--- config.mk ---
export PLATFORM = sky130hd
export DESIGN_NAME = riscv_i32_debug_initiator
export DESIGN_NICKNAME = d
export VERILOG_FILES = /design/src/rtl/riscv_debug_pkg.sv /design/src/rtl/riscv_i32_debug_initiator.sv
export SDC_FILE = /design/constraint.sdc
export NUM_CORES = 1
export LEC_CHECK = 0
export CAP_MARGIN = 20
export CORE_MARGIN = 8
export CORE_UTILIZATION = 40
export DETAILED_ROUTE_END_ITERATION = 6
export DONT_BUFFER_PORTS = 1
export PLACE_DENSITY = 0.55
export SYNTH_ARGS = -nofsm -noshare
export SYNTH_HDL_FRONTEND = slang
export SYNTH_SLANG_ARGS = --single-unit
--- constraint.sdc ---
create_clock -name clk -period 4.5 [get_ports clk]
set_input_delay 0.45 -clock clk [delete_from_list [all_inputs] [get_ports clk]]
set_output_delay 0.45 -clock clk [all_outputs]
set_load 0.005 [all_outputs]
--- src/rtl/riscv_debug_pkg.sv ---
// Shared encodings and transaction types for the RISC-V debug instruction path,
// used by both the host-side initiator and the pipeline-side debug decoder.
package riscv_debug_pkg;

    typedef enum logic [1:0] {
        DBG_OP_READ  = 2'd0,
        DBG_OP_WRITE = 2'd1
    } debug_op_e;

    typedef enum logic [1:0] {
        STATUS_OK         = 2'd0,
        STATUS_NOT_HALTED = 2'd1,
        STATUS_BAD_ADDR   = 2'd2,
        STATUS_TIMEOUT    = 2'd3
    } status_e;

    typedef enum logic [1:0] {
        ST_IDLE,
        ST_ISSUE,
        ST_WAIT,
        ST_RESPOND
    } initiator_state_e;

    localparam int GPR_SEL_BIT = 12;

    // Request payload as captured from the host (the valid bit is not stored).
    typedef struct packed {
        logic        write;
        logic        is_gpr;
        logic [11:0] address;
        logic [31:0] write_data;
    } dbg_req_t;

    typedef struct packed {
        logic        valid;
        logic [31:0] data;
        status_e     status;
    } dbg_resp_t;

    typedef struct packed {
        logic        valid;
        debug_op_e   debug_op;
        logic [15:0] data;
    } instr_debug_t;

    function automatic logic [15:0] pack_debug_data(input logic is_gpr, input logic [11:0] address);
        logic [15:0] d;
        d = {4'b0000, address};
        d[GPR_SEL_BIT] = is_gpr;
        return d;
    endfunction

    // Only x0..x31 exist; any GPR number using bits above [4:0] is rejected.
    function automatic logic is_bad_address(input logic is_gpr, input logic [11:0] address);
        return is_gpr && (address[11:5] != 7'd0);
    endfunction

endpackage

--- src/rtl/riscv_i32_debug_initiator.sv ---
// Debug-host-side initiator: accepts one GPR/CSR access at a time, issues it to the
// pipeline's debug port with a valid/ack handshake, and returns data plus status.
module riscv_i32_debug_initiator
    import riscv_debug_pkg::*;
#(
    parameter int unsigned TIMEOUT_CYCLES = 255
) (
    input  logic        clk,
    input  logic        reset,
    input  logic        core_halted,
    input  logic        dbg_req__valid,
    input  logic        dbg_req__write,
    input  logic        dbg_req__is_gpr,
    input  logic [11:0] dbg_req__address,
    input  logic [31:0] dbg_req__write_data,
    output logic        dbg_req_ready,
    output logic        dbg_resp__valid,
    output logic [31:0] dbg_resp__data,
    output logic [1:0]  dbg_resp__status,
    input  logic        dbg_resp_ready,
    output logic        instruction__debug__valid,
    output logic [1:0]  instruction__debug__debug_op,
    output logic [15:0] instruction__debug__data,
    output logic [31:0] instruction__data,
    input  logic        pipeline_ack,
    input  logic        pipeline_resp__valid,
    input  logic [31:0] pipeline_resp__data
);

    localparam logic [7:0] TIMER_LAST = 8'(TIMEOUT_CYCLES - 1);

    initiator_state_e state;
    dbg_req_t         req_q;
    dbg_resp_t        resp_q;
    instr_debug_t     instr_q;
    logic [7:0]       timer;

    // Completion in the same cycle as expiry takes priority over the timeout.
    logic completing;
    always_comb begin
        completing = 1'b0;
        if (state == ST_ISSUE)
            completing = pipeline_ack && pipeline_resp__valid;
        else if (state == ST_WAIT)
            completing = pipeline_resp__valid;
    end

    // NOTE: all state is updated with non-blocking assignments so every branch sees
    // the pre-edge values; reset is synchronous and clears the captured request too.
    always_ff @(posedge clk) begin
        if (reset) begin
            state   <= ST_IDLE;
            req_q   <= '0;
            resp_q  <= '0;
            instr_q <= '0;
            timer   <= '0;
        end else begin
            case (state)
                ST_IDLE: begin
                    if (dbg_req__valid) begin
                        req_q <= '{write:      dbg_req__write,
                                   is_gpr:     dbg_req__is_gpr,
                                   address:    dbg_req__address,
                                   write_data: dbg_req__write_data};
                        if (!core_halted) begin
                            resp_q <= '{valid: 1'b1, data: 32'd0, status: STATUS_NOT_HALTED};
                            state  <= ST_RESPOND;
                        end else if (is_bad_address(dbg_req__is_gpr, dbg_req__address)) begin
                            resp_q <= '{valid: 1'b1, data: 32'd0, status: STATUS_BAD_ADDR};
                            state  <= ST_RESPOND;
                        end else begin
                            instr_q <= '{valid:    1'b1,
                                         debug_op: dbg_req__write ? DBG_OP_WRITE : DBG_OP_READ,
                                         data:     pack_debug_data(dbg_req__is_gpr, dbg_req__address)};
                            timer   <= '0;
                            state   <= ST_ISSUE;
                        end
                    end
                end

                ST_ISSUE, ST_WAIT: begin
                    if (completing) begin
                        resp_q <= '{valid:  1'b1,
                                    data:   req_q.write ? 32'd0 : pipeline_resp__data,
                                    status: STATUS_OK};
                        instr_q.valid <= 1'b0;
                        state         <= ST_RESPOND;
                    end else if (timer == TIMER_LAST) begin
                        resp_q        <= '{valid: 1'b1, data: 32'd0, status: STATUS_TIMEOUT};
                        instr_q.valid <= 1'b0;
                        state         <= ST_RESPOND;
                    end else begin
                        timer <= timer + 8'd1;
                        if (state == ST_ISSUE && pipeline_ack) begin
                            instr_q.valid <= 1'b0;
                            state         <= ST_WAIT;
                        end
                    end
                end

                ST_RESPOND: begin
                    if (dbg_resp_ready) begin
                        resp_q <= '0;
                        state  <= ST_IDLE;
                    end
                end

                default: state <= ST_IDLE;
            endcase
        end
    end

    assign dbg_req_ready                = (state == ST_IDLE);
    assign dbg_resp__valid              = resp_q.valid;
    assign dbg_resp__data               = resp_q.data;
    assign dbg_resp__status             = resp_q.status;
    assign instruction__debug__valid    = instr_q.valid;
    assign instruction__debug__debug_op = instr_q.debug_op;
    assign instruction__debug__data     = instr_q.data;
    assign instruction__data            = req_q.write ? req_q.write_data : 32'd0;

endmodule
==> flow_summary.toml, run 1 <==
[status]
result_of_the_run = "completed"

[synthesis]
syn-cell-area_um2 = 4090
async_reset_ff_share_pct = 0
synth_cell_types = 50
ys.flop_type = "sky130_fd_sc_hd__dfxtp_1"
synth-edff-count = 0
post_synth.cell_area_avg_um2 = 8.31
synth_seq_cells = 93
yosysWarningCount = 0
synth_seq_area_share_pct = 45.5
synth_cells = 492

[sta]
total_of_endpoints_with_negative_setup_slack_in_the_final_report = 0
period_minus_slack_ns = 2.59
period_share_pct = 57.5
hold_violations = 0
fin_skew_ns = 0.0153
worst-slew-pin-transition_ns = 0.960
slew-limit-headroom_pct = 35.9
report.final.slew_viol_count = 0
grt_setup_unrepaired = "false"
setup_total_negative_slack_ns = 0
maxClockFrequency_ghz = 0.386

[setup_path]
crit_required_ns = 4.79
cp.buffers_inverters = 4
critPathLaunchType = "flop"
timing.critical_path.slowest_cell_delay_ns = 0.62
critPathMostFrequentCell = "sky130_fd_sc_hd__inv_1"
timing_worst_setup_path_type = "flop to flop"
arrival_ns = 2.88
timing.critical_path.cells = "inv_1, ha_1, inv_1, o22ai_1, a221oi_4, buf_8, buf_4, nand3_1, o21ai_1"
slowest_stage = "sky130_fd_sc_hd__a221oi_4"
crit_path_end_kind = "flop"
cp_max_fanout = 18
timing.critical_path.max_delay_family = "compound AO/OA/AOI/OAI gates"

[finish]
num-fill-cells = 1050
stdcell_area_um2 = 4330
mostFrequentLayoutCell = "sky130_fd_sc_hd__dfxtp_1"
area_growth_syn_to_layout_pct = 5.81
antenna_fix_cells = 0
commonest_non_fill_non_tap_cells_in_the_layout = "sky130_fd_sc_hd__dfxtp_1, sky130_fd_sc_hd__nand2_1, sky130_fd_sc_hd__a21oi_1"
drive_gt1_share_pct = 6.07
num-nets-final = 565

[global_routing]
grt_first_pass_wirelength_mm = 15.5
first_global_vias = 3121
grt_remaining_overflow = 0
grt_util_all_layers_pct = 14.4
grt_max_degree = 103
antenna_violations_before_repair = 0

[cts]
post_cts_resize_count = 0
clk-insertion-delay-late_ns = 0.35
cts_hold_repair.buffers = 0
cts_post_setup_buffers_inserted = 0
clock_tree.buffer_depth = 2
tritoncts = "done"
ctsHtreeMaxLevel = 3
cts.clk_slew.worst_paths_ns = 0.09
tritoncts_num_sinks = 93
cts_made_buffers = 9
cts.root.buffer_cell = "sky130_fd_sc_hd__clkbuf_8"

[detailed_routing]
avgRoutedWirePerCell_um = 16.8
detail_route.iter0.violations = 214
vias = 3283
via_per_inst = 5.35
drc_violations = 0
drt-pass1-iter-count = 4
wirelength_mm = 10.3
post_detailed_route_count_of_antenna_violating_nets = 0

[floorplanning]
top_level_ports = 172
die_h_um = 117
floorplan.rows = 37
core_um2 = 10100
die_x_um = 117
fp.dieArea_um2 = 13700
initial_core_util_pct = 40.3

[placed_design]
gp_congestion = 0.738
postPlaceCellArea_um2 = 4130
io_buffer_count = 0
dp.final_hpwl_mm = 7.23

[min_path]
hold_path_class = "input port to flop"

[job]
max-cap-violations = 0

[pwr]
worst_vdd_rail_ir_drop_mv = 0.240
powerDensity_nw_per_um2 = 541
p_leak_nw = 1.47
==> Yosys cell counts (2+ instances only) <==
cell type	count	area share (%)
sky130_fd_sc_hd__nor4b_1	2	0.43
sky130_fd_sc_hd__o21ai_1	22	2.7
sky130_fd_sc_hd__buf_6	2	0.55
sky130_fd_sc_hd__nand4_1	2	0.31
sky130_fd_sc_hd__nand2_1	76	7.0
sky130_fd_sc_hd__nand2b_1	36	5.5
sky130_fd_sc_hd__inv_1	7	0.64
sky130_fd_sc_hd__o311ai_0	2	0.43
sky130_fd_sc_hd__buf_4	6	1.1
sky130_fd_sc_hd__nor2_1	24	2.2
sky130_fd_sc_hd__dfxtp_1	93	46
sky130_fd_sc_hd__ha_1	6	1.8
sky130_fd_sc_hd__mux2i_1	18	4.4
sky130_fd_sc_hd__o21ai_0	16	2.0
sky130_fd_sc_hd__clkbuf_1	25	2.3
sky130_fd_sc_hd__nor3_1	4	0.49
sky130_fd_sc_hd__buf_2	4	0.49
sky130_fd_sc_hd__and2_1	33	5.0
sky130_fd_sc_hd__nand3_1	40	4.9
sky130_fd_sc_hd__a21oi_1	41	5.0
sky130_fd_sc_hd__nor4_1	3	0.46
sky130_fd_sc_hd__a211oi_1	2	0.37
==> power breakdown <==
group	internal, mW	switching (mW)
clock	0.254	0.278
combinational	0.269	0.560
sequential	0.911	0.0682
total	1.43	0.905
==> path summary, 6_finish.rpt <==
path / startpoint / slack [ns] / to / cells after the start
setup / recovery: state[0]$_SDFFE_PP0P_ / 1.91 / dbg_resp__data[26]$_SDFFE_PP0P_ / 9
hold / removal: reset / 0.17 / dbg_resp__valid$_SDFFE_PP0P_ / 1
setup reg to reg: state[0]$_SDFFE_PP0P_ / 1.91 / dbg_resp__data[26]$_SDFFE_PP0P_ / 9
hold reg to reg: req_q[22]$_SDFFE_PP0P_ / 0.45 / req_q[22]$_SDFFE_PP0P_ / 2
==> through the flow <==
stage / power (mW) / worst slack (ns) / utilization [%] / hold slack [ns] / std cells
after floorplan: 1.67 / 2.60 / - / 0.432 / 495
after global placement: 1.78 / 1.82 / 40.7 / 0.431 / 598
after detailed placement: 1.80 / 1.69 / 40.7 / 0.436 / 598
after CTS: 2.35 / 1.67 / 42.5 / 0.150 / 613
after global routing: 2.51 / 1.68 / 42.7 / 0.139 / 614
final: 2.34 / 1.91 / 42.7 / 0.166 / 614
==> routing by layer <==
metal	global-route usage, %	wire length (um)
met1	15.8	4250
met2	24.3	4770
met3	6.31	1210
met4	4.61	103
met5	0	0
==> state kept, by name, summed over array words and instances, names as in the netlist <==
name / flops
dbg_resp__status: 2
instruction__debug__valid: 1
dbg_resp__data: 32
dbg_resp__valid: 1
req_q: 33
state: 2
instruction__debug__debug_op: 1
timer: 8
instruction__debug__data: 13
==> cell families after synthesis <==
family	share of synthesized area, %
buf+inv	5.20
flops	45.5
fa+ha+maj	1.84
mux	4.68
compound gates	15.1
simple gates	27.5
other cells	0.0917
==> final cells by class <==
type | count | area, um2 | area share [%]
timing repair buffer | 6 | 52.6 | 1.21
inverter | 7 | 26.3 | 0.607
clock inverter | 4 | 50.0 | 1.16
sequential | 93 | 1860 | 43.0
multi-input combinational | 357 | 2030 | 47.0
tap | 136 | 170 | 3.93
clock buffer | 11 | 131 | 3.04
==> worst reg2reg max path: stages (launching register included) <==
cell	delay [ns]
sky130_fd_sc_hd__dfxtp_1	0.39
sky130_fd_sc_hd__inv_1	0.08
sky130_fd_sc_hd__ha_1	0.38
sky130_fd_sc_hd__inv_1	0.23
sky130_fd_sc_hd__o22ai_1	0.18
sky130_fd_sc_hd__a221oi_4	0.62
sky130_fd_sc_hd__buf_8	0.24
sky130_fd_sc_hd__buf_4	0.22
sky130_fd_sc_hd__nand3_1	0.10
sky130_fd_sc_hd__o21ai_1	0.08
No activity file was read; power rests on OpenSTA's default activity.
==> inputs of run 2 (changes only) <==
==> constraint.sdc (replaced) <==
create_clock -name clk -period 2.5 [get_ports clk]
set_input_delay 0.25 -clock clk [delete_from_list [all_inputs] [get_ports clk]]
set_output_delay 0.25 -clock clk [all_outputs]
set_load 0.005 [all_outputs]
==> run 2 against run 1 <==
Compared with the run above:
- critical path depth is 1 lower
- register-to-register slack worse by 1.5 ns
- non-clock buffer count is 12 higher
- global-route usage is 0.92 points higher
==> flow_summary.toml, run 2 (same netlist as run 1, synthesis figures left out) <==
[detailed_routing]
wirelength_mm = 10.6
vias = 3282
via_per_inst = 5.23
avgRoutedWirePerCell_um = 16.9
drt-pass1-iter-count = 4
post_detailed_route_count_of_antenna_violating_nets = 0
detail_route.iter0.violations = 204
drc_violations = 0

[cts]
tritoncts_num_sinks = 93
tritoncts = "done"
cts.root.buffer_cell = "sky130_fd_sc_hd__clkbuf_8"
clk-insertion-delay-late_ns = 0.35
ctsHtreeMaxLevel = 3
cts_made_buffers = 9
cts.clk_slew.worst_paths_ns = 0.09
cts_hold_repair.buffers = 9
post_cts_resize_count = 0
clock_tree.buffer_depth = 2
cts_post_setup_buffers_inserted = 0

[min_path]
worstHoldPathCells = 2
hold_path_class = "input port to flop"
timing.hold.worst.start = "dbg_req__write_data[14]"
timing.hold.worst_endpoint = "req_q[14]$_SDFFE_PP0P_"

[finish]
antenna_fix_cells = 0
drive_gt1_share_pct = 6.92
mostFrequentLayoutCell = "sky130_fd_sc_hd__dfxtp_1"
largest_register_ffs = 33
commonest_non_fill_non_tap_cells_in_the_layout = "sky130_fd_sc_hd__dfxtp_1, sky130_fd_sc_hd__nand2_1, sky130_fd_sc_hd__a21oi_1"
largest_register = "req_q"
utilization_pct = 44.1
area_growth_syn_to_layout_pct = 9.39
num-nets-final = 577

[sta]
period_share_pct = 83.6
setup_total_negative_slack_ns = 0
report.final.slew_viol_count = 0
period_minus_slack_ns = 2.09
layout_setup_ws_ns = 0.409
slew-limit-headroom_pct = 63.4
total_of_endpoints_with_negative_setup_slack_in_the_final_report = 0
grt_setup_unrepaired = "false"
worst-slew-pin-transition_ns = 0.549
fin_skew_ns = 0.00797
hold_violations = 0
maxClockFrequency_ghz = 0.478

[floorplanning]
top_level_ports = 172
floorplan.rows = 37
die_x_um = 117
core_um2 = 10100
fp.dieArea_um2 = 13700
die_h_um = 117
initial_core_util_pct = 40.3

[global_routing]
grt_use_met3_pct = 5.54
antenna_violations_before_repair = 0
met1_use_gr_pct = 17.6
grt_max_degree = 69
grt_util_all_layers_pct = 15.3
grt_remaining_overflow = 0
first_global_vias = 3269
grt.busiest_layer = "met2"
grt_first_pass_wirelength_mm = 16.5
routing_usage_on_met2_pct = 24.9

[setup_path]
crit_path_end_kind = "flop"
regToRegSetupSlack_ns = 0.41
critPathLaunchType = "flop"
timing.reg2reg.worst_path_depth = 8
cp_max_fanout = 68
arrival_ns = 2.30
timing_worst_setup_path_type = "flop to flop"
crit_required_ns = 2.71
worst_r2r_startpoint = "state[1]$_SDFFE_PP0P_"
rr_endpoint = "dbg_resp__status[0]$_SDFFE_PP0P_"

[pwr]
p_leak_nw = 1.55
worst_vdd_rail_ir_drop_mv = 0.718
powerDensity_nw_per_um2 = 969

[placed_design]
io_buffer_count = 0
dp.final_hpwl_mm = 7.31
preCtsSetupSlack_ns = 0.413
gp_congestion = 0.790

[job]
max-cap-violations = 0

[status]
result_of_the_run = "completed"
## run 2: cell types whose count changed in the layout (fill, tap and decap cells not counted), sizes merged
cell         change
buf              +4
clkbuf           +1
clkinv           +1
clkinvlp         -1
dlygate4sd3      +8
## run 2: layout make-up
class	instances	area (um2)
Clock buffer	12	145
Clock inverter	4	47.5
Fill cell	1009	5670
Inverter	7	26.3
Multi-Input combinational cell	357	2030
Sequential cell	93	1860
Tap cell	136	170
Timing Repair Buffer	18	188
## run 2: worst max-delay path by stage
stage / depth (start not counted) / from / slack, ns / end
2_1_floorplan: 8 / state[0]$_SDFFE_PP0P_ / 0.60 / dbg_resp__data[21]$_SDFFE_PP0P_
3_3_place_gp: 7 / state[1]$_SDFFE_PP0P_ / 0.49 / dbg_resp__valid$_SDFFE_PP0P_
3_5_place_dp: 8 / state[1]$_SDFFE_PP0P_ / 0.41 / dbg_resp__status[0]$_SDFFE_PP0P_
4_1_cts: 8 / state[1]$_SDFFE_PP0P_ / 0.39 / dbg_resp__status[0]$_SDFFE_PP0P_
5_1_grt: 6 / state[0]$_SDFFE_PP0P_ / 0.17 / timer[2]$_SDFFE_PP0P_
6_report: 8 / state[1]$_SDFFE_PP0P_ / 0.41 / dbg_resp__status[0]$_SDFFE_PP0P_
## run 2: layer usage
metal  vias to the layer above  part of all wire, %
met3                        11                   11
met1                      1513                   42
li1                       1649                    -
met5                         -                    0
met2                       109                   46
met4                         0                  1.2
## run 2: through the flow
stage	instance area, um2	power (mW)	hold slack, ns	instances
4_1_cts	4470	4.39	0.000298	627
6_report	4470	4.33	0.0189	627
3_3_place_gp	4170	3.31	0.340	602
5_1_grt	4470	4.64	0.00593	627
2_1_floorplan	4100	3.00	0.380	495
3_5_place_dp	4170	3.35	0.338	602
## run 2: worst max-delay path, stage by stage (launching register included)
cell,delay [ns]
sky130_fd_sc_hd__dfxtp_1,0.34
sky130_fd_sc_hd__inv_1,0.08
sky130_fd_sc_hd__ha_1,0.18
sky130_fd_sc_hd__mux2_2,0.38
sky130_fd_sc_hd__a2bb2oi_2,0.43
sky130_fd_sc_hd__a221oi_4,0.13
sky130_fd_sc_hd__buf_12,0.22
sky130_fd_sc_hd__nor2_1,0.12
sky130_fd_sc_hd__a311oi_1,0.06
## run 2: power by group
part / internal, mW / leakage (nW) / switching [mW]
Clock: 0.488 / 0.0964 / 0.514
Sequential: 1.64 / 0.756 / 0.103
Combinational: 0.531 / 0.694 / 1.06
Total: 2.66 / 1.55 / 1.67
==> inputs of run 3 (changes only) <==
--- a/config.mk
+++ b/config.mk
@@ -10,7 +10,7 @@
 export CORE_UTILIZATION = 40
 export DETAILED_ROUTE_END_ITERATION = 6
 export DONT_BUFFER_PORTS = 1
-export PLACE_DENSITY = 0.55
+export PLACE_DENSITY = 0.57
 export SYNTH_ARGS = -nofsm -noshare
 export SYNTH_HDL_FRONTEND = slang
 export SYNTH_SLANG_ARGS = --single-unit
==> constraint.sdc (replaced) <==
create_clock -name clk -period 1.9 [get_ports clk]
set_input_delay 0.19 -clock clk [delete_from_list [all_inputs] [get_ports clk]]
set_output_delay 0.19 -clock clk [all_outputs]
set_load 0.005 [all_outputs]
==> run 3 against run 2 <==
Compared with the run above:
- sequential share of layout area shrank 7.4 points
- register-to-register slack lost 0.37 ns
- die area is the same
- first-iteration DRC count grew 40%
- worst setup slack lost 0.37 ns
- clock-buffer cell count shrank 1
- final cell count grew 14%
- critical path depth shrank 1
- critical endpoint is now timer[7]$_SDFFE_PP0P_
- total power grew 47%
- cell area grew 22%
- global-route usage grew 1.7 points
- clock skew shrank 0.0020 ns
==> flow_summary.toml, run 3 (same netlist as run 1, synthesis figures left out) <==
[status]
result_of_the_run = "completed"

[detailed_routing]
via_per_inst = 5.20
vias = 3713
wirelength_mm = 12.1
post_detailed_route_count_of_antenna_violating_nets = 0
avgRoutedWirePerCell_um = 17.0
drt-pass1-iter-count = 4
drc_violations = 0
detail_route.iter0.violations = 285

[cts]
cts.root.buffer_cell = "sky130_fd_sc_hd__clkbuf_8"
clk-insertion-delay-late_ns = 0.35
tritoncts_num_sinks = 93
tritoncts = "done"
clock_tree.buffer_depth = 2
ctsHtreeMaxLevel = 3
cts.clk_slew.worst_paths_ns = 0.08
cts_made_buffers = 9

[sta]
whs_ns = 0.0239
total_of_endpoints_with_negative_setup_slack_in_the_final_report = 0
layout_setup_ws_ns = 0.0392
period_minus_slack_ns = 1.86
grt_setup_unrepaired = "true"
maxClockFrequency_ghz = 0.537
worst-slew-pin-transition_ns = 0.531
slew-limit-headroom_pct = 64.1
hold_violations = 0
fin_skew_ns = 0.00598
period_share_pct = 97.9
report.final.slew_viol_count = 0
setup_total_negative_slack_ns = 0

[pwr]
p_leak_nw = 1.96
total_power_mw = 6.37
worst_vdd_rail_ir_drop_mv = 0.799
powerDensity_nw_per_um2 = 1170

[placed_design]
postPlaceCellArea_um2 = 4280
dp.final_hpwl_mm = 7.33
placed_cells = 613
io_buffer_count = 0
preCtsSetupSlack_ns = -0.146
gp_congestion = 0.784

[finish]
area_growth_syn_to_layout_pct = 33.2
largest_register_ffs = 33
largest_register = "req_q"
utilization_pct = 53.7
stdcell_count = 714
antenna_fix_cells = 0
num-nets-final = 667
stdcell_area_um2 = 5450
commonest_non_fill_non_tap_cells_in_the_layout = "sky130_fd_sc_hd__dfxtp_1, sky130_fd_sc_hd__dlygate4sd3_1, sky130_fd_sc_hd__nand2_1"
mostFrequentLayoutCell = "sky130_fd_sc_hd__dfxtp_1"
drive_gt1_share_pct = 10.9

[setup_path]
cp_max_fanout = 4
arrival_ns = 2.11
timing_worst_setup_path_type = "flop to flop"
cp.buffers_inverters = 1
timing.critical_path.slowest_cell_delay_ns = 0.37
critPathLaunchType = "flop"
crit_required_ns = 2.15
slowest_stage = "sky130_fd_sc_hd__dfxtp_2"
timing.critical_path.cells = "inv_2, ha_2, mux2_4, and2_4, a2111oi_4, nand2_1, o41ai_2"
crit_path_end_kind = "flop"
timing.critical_path.max_delay_family = "compound AO/OA/AOI/OAI gates"

[global_routing]
first_global_vias = 3663
grt_first_pass_wirelength_mm = 18.2
grt.busiest_layer = "met2"
grt_remaining_overflow = 0
antenna_violations_before_repair = 0
routing_usage_on_met2_pct = 28.5
grt_max_degree = 70
met1_use_gr_pct = 19.8
grt_use_met3_pct = 5.49
grt_util_all_layers_pct = 17.0

[floorplanning]
initial_core_util_pct = 40.3
core_um2 = 10100
top_level_ports = 172
die_x_um = 117
floorplan.rows = 37
die_h_um = 117
fp.dieArea_um2 = 13700

[min_path]
hold_path_class = "input port to flop"

[job]
max-cap-violations = 0
run 3: final timing paths:
kind,slack [ns],start,endpoint,cells past startpoint
setup / recovery,0.04,state[1]$_SDFFE_PP0P_,timer[7]$_SDFFE_PP0P_,7
hold / removal,0.02,reset,dbg_resp__data[5]$_SDFFE_PP0P_,2
setup reg to reg,0.04,state[1]$_SDFFE_PP0P_,timer[7]$_SDFFE_PP0P_,7
hold reg to reg,0.45,req_q[27]$_SDFFE_PP0P_,req_q[27]$_SDFFE_PP0P_,2
run 3: layout make-up:
cell class                      instances  area (um2)
Fill cell                             901        4690
Multi-Input combinational cell        357        2120
Sequential cell                        93        1860
Timing Repair Buffer                  108        1120
Tap cell                              136         170
Clock buffer                           11         141
Inverter                                7        26.3
Clock inverter                          2        12.5
run 3: worst register-to-register path, cell delays in order (launching register included):
cell and delay, ns:
sky130_fd_sc_hd__dfxtp_2 0.37, sky130_fd_sc_hd__inv_2 0.05, sky130_fd_sc_hd__ha_2 0.17, sky130_fd_sc_hd__mux2_4 0.33, sky130_fd_sc_hd__and2_4 0.18, sky130_fd_sc_hd__a2111oi_4 0.33
sky130_fd_sc_hd__nand2_1 0.11, sky130_fd_sc_hd__o41ai_2 0.22
run 3: layer usage:
metal  vias up  share of wire [%]  wire length (um)
li1       1825                  -                 -
met1      1725                 42              5080
met2       154                 48              5790
met3         9                9.1              1100
met4         0                1.2               141
met5         -                  0                 0
run 3: what timing repair did:
action / 4_1_cts / 5_1_grt
setup endpoints to repair: 5 / 42
buffers inserted: 5 / 0
gates cloned: 1 / 1
hold endpoints to repair: 91 / 1
pin swaps: 3 / 5
hold buffers: 81 / 1
resized for setup: 10 / 14
run 3: power breakdown:
group	switching [mW]	leakage [nW]	internal [mW]	total (mW)
Clock	0.635	0.0771	0.489	1.12
Combinational	1.65	1.12	1.29	2.95
Sequential	0.136	0.756	2.16	2.30
Total	2.42	1.96	3.94	6.37
